===== config.mk =====
export PLATFORM = sky130hd
export DESIGN_NAME = sram_word_ctrl
export DESIGN_NICKNAME = d
export VERILOG_FILES = /design/src/rtl/sram_word_ctrl.sv
export SDC_FILE = /design/constraint.sdc
export NUM_CORES = 1
export LEC_CHECK = 0
export ABC_AREA = 1
export BUFFER_PORTS_ARGS = -buffer_cell sky130_fd_sc_hd__buf_2
export CAP_MARGIN = 25
export CORE_ASPECT_RATIO = 1.2
export CORE_MARGIN = 5
export CORE_UTILIZATION = 53
export CTS_CLUSTER_DIAMETER = 120
export DETAILED_ROUTE_END_ITERATION = 10
export PLACE_DENSITY_LB_ADDON = 0.2
export SYNTH_ARGS = -nofsm -noshare
export SYNTH_HDL_FRONTEND = slang
export SYNTH_SLANG_ARGS = --single-unit

===== constraint.sdc =====
create_clock -name io_mainClk -period 1.9 [get_ports io_mainClk]
set_input_delay 0.285 -clock io_mainClk [delete_from_list [all_inputs] [get_ports io_mainClk]]
set_output_delay 0.285 -clock io_mainClk [all_outputs]
set_load 0.01 [all_outputs]

===== src/rtl/sram_word_ctrl.sv =====
// sram_word_ctrl: turns 32-bit word requests into two 16-bit cycles on an async 256Kx16 SRAM.
// Every SRAM-facing output is registered from the next-state decode so the pads never glitch.
module sram_word_ctrl #(
   parameter int ADDR_WIDTH  = 18,
   parameter int WAIT_CYCLES = 2
) (
   input  logic                  io_mainClk,
   input  logic                  io_reset,
   // cmd handshake: a request transfers on a rising edge where io_cmd_valid && io_cmd_ready;
   // write/address/data/mask are sampled only on that edge and need not be held afterwards.
   input  logic                  io_cmd_valid,
   output logic                  io_cmd_ready,
   input  logic                  io_cmd_write,
   input  logic [ADDR_WIDTH-2:0] io_cmd_address,
   input  logic [31:0]           io_cmd_data,
   input  logic [3:0]            io_cmd_mask,
   output logic                  io_rsp_valid,
   output logic [31:0]           io_rsp_data,
   output logic [ADDR_WIDTH-1:0] io_sram_addr,
   input  logic [15:0]           io_sram_dat_read,
   output logic [15:0]           io_sram_dat_write,
   output logic                  io_sram_dat_writeEnable,
   output logic                  io_sram_cs,
   output logic                  io_sram_we,
   output logic                  io_sram_oe,
   output logic                  io_sram_ub,
   output logic                  io_sram_lb,
   output logic [2:0]            io_dbg_state
);

   localparam int CNT_W = (WAIT_CYCLES > 1) ? $clog2(WAIT_CYCLES) : 1;
   localparam logic [CNT_W-1:0] CNT_LAST = CNT_W'(WAIT_CYCLES - 1);

   typedef enum logic [2:0] {
      ST_IDLE    = 3'd0,
      ST_SETUP   = 3'd1,
      ST_STROBE  = 3'd2,
      ST_RECOVER = 3'd3,
      ST_RSP     = 3'd4
   } state_t;

   state_t                state_q, state_d;
   logic                  half_q, half_d;
   logic [CNT_W-1:0]      cnt_q, cnt_d;

   logic                  write_q;
   logic [ADDR_WIDTH-2:0] addr_q;
   logic [31:0]           data_q;
   logic [3:0]            mask_q;
   logic [15:0]           rd_lo_q, rd_hi_q;

   logic                  cs_q, we_q, oe_q, ub_q, lb_q, wen_q, rsp_valid_q;
   logic                  cs_d, we_d, oe_d, ub_d, lb_d, wen_d, rsp_valid_d;
   logic [ADDR_WIDTH-1:0] sram_addr_q, sram_addr_d;
   logic [15:0]           dat_write_q, dat_write_d;
   logic [31:0]           rsp_data_q;

   logic                  accept;
   logic                  sample_en;
   logic                  cur_write;
   logic [ADDR_WIDTH-2:0] cur_addr;
   logic [31:0]           cur_data;
   logic [3:0]            cur_mask;
   logic [15:0]           half_data;
   logic [1:0]            half_mask;

   assign accept    = io_cmd_valid && (state_q == ST_IDLE);
   assign sample_en = (state_q == ST_STROBE) && (cnt_q == CNT_LAST) && !write_q;

   // On the accept edge the command fields are not latched yet, so decode from the inputs.
   assign cur_write = accept ? io_cmd_write   : write_q;
   assign cur_addr  = accept ? io_cmd_address : addr_q;
   assign cur_data  = accept ? io_cmd_data    : data_q;
   assign cur_mask  = accept ? io_cmd_mask    : mask_q;
   assign half_data = half_d ? cur_data[31:16] : cur_data[15:0];
   assign half_mask = half_d ? cur_mask[3:2]   : cur_mask[1:0];

   always_comb begin
      state_d = state_q;
      half_d  = half_q;
      cnt_d   = cnt_q;
      case (state_q)
         ST_IDLE: begin
            if (io_cmd_valid) begin
               // A write half with no enabled bytes is skipped without touching the SRAM.
               if (io_cmd_write && (io_cmd_mask[1:0] == 2'b00)) begin
                  if (io_cmd_mask[3:2] != 2'b00) begin
                     state_d = ST_SETUP;
                     half_d  = 1'b1;
                  end
               end else begin
                  state_d = ST_SETUP;
                  half_d  = 1'b0;
               end
            end
         end
         ST_SETUP: begin
            state_d = ST_STROBE;
            cnt_d   = '0;
         end
         ST_STROBE: begin
            if (cnt_q == CNT_LAST) begin
               state_d = ST_RECOVER;
            end else begin
               cnt_d = cnt_q + 1'b1;
            end
         end
         ST_RECOVER: begin
            if (!half_q) begin
               if (write_q && (mask_q[3:2] == 2'b00)) begin
                  state_d = ST_IDLE;
               end else begin
                  state_d = ST_SETUP;
                  half_d  = 1'b1;
               end
            end else begin
               state_d = write_q ? ST_IDLE : ST_RSP;
            end
         end
         ST_RSP:  state_d = ST_IDLE;
         default: state_d = ST_IDLE;
      endcase
   end

   // Output decode for the state being entered; registered below.
   always_comb begin
      cs_d        = 1'b1;
      we_d        = 1'b1;
      oe_d        = 1'b1;
      ub_d        = 1'b1;
      lb_d        = 1'b1;
      wen_d       = 1'b0;
      rsp_valid_d = 1'b0;
      sram_addr_d = sram_addr_q;
      dat_write_d = dat_write_q;
      case (state_d)
         ST_SETUP: begin
            cs_d        = 1'b0;
            sram_addr_d = {cur_addr, half_d};
            if (cur_write) begin
               wen_d       = 1'b1;
               dat_write_d = half_data;
            end else begin
               oe_d = 1'b0;
            end
         end
         ST_STROBE: begin
            cs_d = 1'b0;
            if (cur_write) begin
               wen_d = 1'b1;
               we_d  = 1'b0;
               ub_d  = ~half_mask[1];
               lb_d  = ~half_mask[0];
            end else begin
               oe_d = 1'b0;
               ub_d = 1'b0;
               lb_d = 1'b0;
            end
         end
         ST_RECOVER: begin
            // Strobes released but write data stays on the pads for hold time.
            wen_d = cur_write;
         end
         ST_RSP: begin
            rsp_valid_d = 1'b1;
         end
         default: begin
         end
      endcase
   end

   always_ff @(posedge io_mainClk) begin
      if (io_reset) begin
         state_q     <= ST_IDLE;
         half_q      <= 1'b0;
         cnt_q       <= '0;
         write_q     <= 1'b0;
         addr_q      <= '0;
         data_q      <= '0;
         mask_q      <= '0;
         rd_lo_q     <= '0;
         rd_hi_q     <= '0;
         cs_q        <= 1'b1;
         we_q        <= 1'b1;
         oe_q        <= 1'b1;
         ub_q        <= 1'b1;
         lb_q        <= 1'b1;
         wen_q       <= 1'b0;
         rsp_valid_q <= 1'b0;
         sram_addr_q <= '0;
         dat_write_q <= '0;
         rsp_data_q  <= '0;
      end else begin
         state_q     <= state_d;
         half_q      <= half_d;
         cnt_q       <= cnt_d;
         cs_q        <= cs_d;
         we_q        <= we_d;
         oe_q        <= oe_d;
         ub_q        <= ub_d;
         lb_q        <= lb_d;
         wen_q       <= wen_d;
         rsp_valid_q <= rsp_valid_d;
         sram_addr_q <= sram_addr_d;
         dat_write_q <= dat_write_d;
         if (accept) begin
            write_q <= io_cmd_write;
            addr_q  <= io_cmd_address;
            data_q  <= io_cmd_data;
            mask_q  <= io_cmd_mask;
         end
         if (sample_en) begin
            if (half_q) begin
               rd_hi_q <= io_sram_dat_read;
            end else begin
               rd_lo_q <= io_sram_dat_read;
            end
         end
         if (state_d == ST_RSP) begin
            rsp_data_q <= {rd_hi_q, rd_lo_q};
         end
      end
   end

   assign io_cmd_ready            = (state_q == ST_IDLE);
   assign io_rsp_valid            = rsp_valid_q;
   assign io_rsp_data             = rsp_data_q;
   assign io_sram_addr            = sram_addr_q;
   assign io_sram_dat_write       = dat_write_q;
   assign io_sram_dat_writeEnable = wen_q;
   assign io_sram_cs              = cs_q;
   assign io_sram_we              = we_q;
   assign io_sram_oe              = oe_q;
   assign io_sram_ub              = ub_q;
   assign io_sram_lb              = lb_q;
   assign io_dbg_state            = state_q;

endmodule


==> flow_summary.yaml <==
global_route:
  grtUsageMet3_pct: 5.61
  grtUsageTotal_pct: 20.9
  grt_pass1_vias: 5231
  grt_first_pass_wirelength_mm: 25.0
  met1_usage_pct: 25.9
  grt.busiest_layer: "met2"
  grt_overflow: 0
  grt_max_degree: 79
  antenna_found_initial: 0
  gr-usage-met2_pct: 35.0
power_and_ir_drop:
  p_per_area_nw_per_um2: 1090
  leakage_nw: 3.86
  power_mw: 8.66
  vdd_drop_max_mv: 0.581
synth:
  yosysWarnings: 0
  ys_ff_latch: 164
  synth.net_count: 964
  ys_types: 27
  synth.cell_area_um2: 6480
  ys_seq_area_share_pct: 50.6
  postSynthCellCount: 891
  synth.avg_cell_area_um2: 7.28
worst_setup_path:
  required_ns: 2.26
  critPathArrivalTime_ns: 2.13
  cp_max_fo: 18
  worst_setup_path_end_kind: "register"
  worst-setup-path-type: "register to register"
  cp-start-kind: "register"
sta:
  fin_setup_tns_ns: 0
  finalClockSkew_ns: 0.00911
  max_slew_margin_pct: 44.5
  hold_viol_final: 0
  maxSlewViolCount: 0
  setup_viol: 0
  min_period_over_period_pct: 93.5
  worst_pin_slew_ns: 0.833
  holdWs_ns: 0.105
  fmaxAchievable_mhz: 563
  fin_crit_ns: 1.78
floorplan:
  std_cell_rows: 44
  start_util_pct: 53.8
  die_w_um: 111
  die_area_um2: 14600
  core_um2: 12100
  die_y_um: 131
  num_io_pins: 150
placement:
  gp_congestion: 0.856
  port_buffers: 149
  dp_hpwl_mm: 10.8
worst_hold_path:
  min_path_type: "input pin to register"
clock_tree:
  clock-sinks: 164
  clk_path_buf_depth: 2
  numCtsBuffers: 17
  clk_latency_ns: 0.43
  htreeDepth: 4
  post_cts_buffers: 0
  cts_resized: 0
  clk_pin_slew_worst_paths_ns: 0.06
  postCtsHoldBufs: 0
  cts_tree: "done"
  cts_root_buf: "clkbuf_16"
route:
  first_pass_iters: 5
  post_drt_wl_per_cell_um: 13.2
  via_per_inst: 4.81
  drcViolationCount: 0
  ant_nets: 0
  finalWirelength_mm: 15.8
  vias: 5792
  first_iter_violations: 282
run_status:
  outcome: "complete, no violations"
flow_run:
  maxCapViolCount: 0
final_layout:
  antennaDiodeCount: 0
  drive_gt1_share_pct: 21.1
  final_nets: 1102
  postLayoutCoreUtil_pct: 66.2
  synthToLayoutAreaGrowth_pct: 23.1
power by group:
group	switching (mW)	total (mW)	internal (mW)
clock	1.44	3.47	2.03
combinational	0.901	1.44	0.536
sequential	0.0894	3.76	3.67
total	2.43	8.66	6.23
through the flow:
stage	std cells	cell area, um2	setup slack, ns
floorplan	891	6480	0.370
global placement	1168	7300	0.111
detailed placement	1168	7300	0.0693
CTS	1200	7900	0.00699
global route	1203	7980	-0.00602
finish	1203	7980	0.123
synth_stat cells:
| library cell | number | area (um2) |
|---|---|---|
| nand2_1 | 215 | 807 |
| nor2_1 | 194 | 728 |
| dfxtp_1 | 164 | 3280 |
| inv_1 | 70 | 263 |
| o21ai_0 | 65 | 325 |
| a21oi_1 | 52 | 260 |
| nand3_1 | 38 | 190 |
| o21a_1 | 21 | 158 |
| clkbuf_1 | 20 | 75.1 |
| buf_2 | 13 | 65.1 |
| nor2_2 | 6 | 37.5 |
| buf_1 | 5 | 18.8 |
| buf_6 | 5 | 56.3 |
| buf_4 | 4 | 30.0 |
| buf_8 | 2 | 30.0 |
| inv_2 | 2 | 7.51 |
| nand2_2 | 2 | 12.5 |
| nand2_4 | 2 | 22.5 |
| nand3_4 | 2 | 35.0 |
| or2_2 | 2 | 12.5 |
| clkinv_1 | 1 | 3.75 |
| nand2_8 | 1 | 20.0 |
| nand3b_1 | 1 | 7.51 |
| nor2_4 | 1 | 11.3 |
| nor3_1 | 1 | 5.00 |
| o21ai_2 | 1 | 8.76 |
| o21bai_2 | 1 | 11.3 |
per-layer routing:
metal / wire length (um) / part of all wire, % / vias up
met3: 892 / 5.6 / 26
met4: 354 / 2.2 / 0
met2: 7600 / 48 / 157
met1: 6990 / 44 / 2561
li1: - / - / 3048
met5: 0 / 0 / -
critical path, cell delays in order (launching register included):
cell      delay, ns
dfxtp_1        0.39
inv_2          0.08
nand3b_1       0.15
nand2_1        0.07
inv_1          0.33
buf_4          0.29
nand2_8        0.13
nor2_4         0.12
nor2_1         0.05
nor2_1         0.09
final timing paths:
kind | depth (start not counted) | from | to | slack (ns)
setup / recovery | 9 | io_dbg_state[0]$_SDFF_PP0_ | io_sram_dat_writeEnable$_SDFF_PP0_ | 0.12
hold / removal | 2 | io_reset | io_dbg_state[1]$_SDFF_PP0_ | 0.11
setup reg to reg | 9 | io_dbg_state[0]$_SDFF_PP0_ | io_sram_dat_writeEnable$_SDFF_PP0_ | 0.12
hold reg to reg | 2 | io_sram_addr[9]$_SDFFE_PP0N_ | io_sram_addr[9]$_SDFFE_PP0N_ | 0.46
layout by cell type (no fill, tap or decap), drive strengths merged:
cell type and count:
a21oi 52, buf 165, bufinv 2, clkbuf 19
clkinv 3, clkinvlp 3, dfxtp 164, inv 78
nand2 220, nand3 43, nand3b 1, nor2 201
nor3 1, o21a 21, o21ai 66, o21bai 1
or2 2
kinds of logic after synthesis:
logic type,after synthesis,share of synthesized area (%)
and+or+nand+nor,465,29.1
buffers and inverters,122,8.47
DFF,164,50.6
AOI/OAI and AO/OA,140,11.8
area by class of cell:
| type | count | area, um2 |
|---|---|---|
| sequential | 164 | 3280 |
| fill | 1139 | 4080 |
| clock buffer | 19 | 453 |
| tap | 161 | 201 |
| inverter | 73 | 274 |
| multi-input combinational | 608 | 2730 |
| clock inverter | 13 | 145 |
| timing repair buffer | 165 | 898 |
sequential cells by signal (all words and copies together), names as in the netlist, 3 cells and up:
signal,cells
mask_q,4
io_sram_addr,18
rd_lo_q,16
io_rsp_data,32
rd_hi_q,16
addr_q,17
data_q,32
io_sram_dat_write,16
io_dbg_state,3
Power figures use the tool's default switching activity.
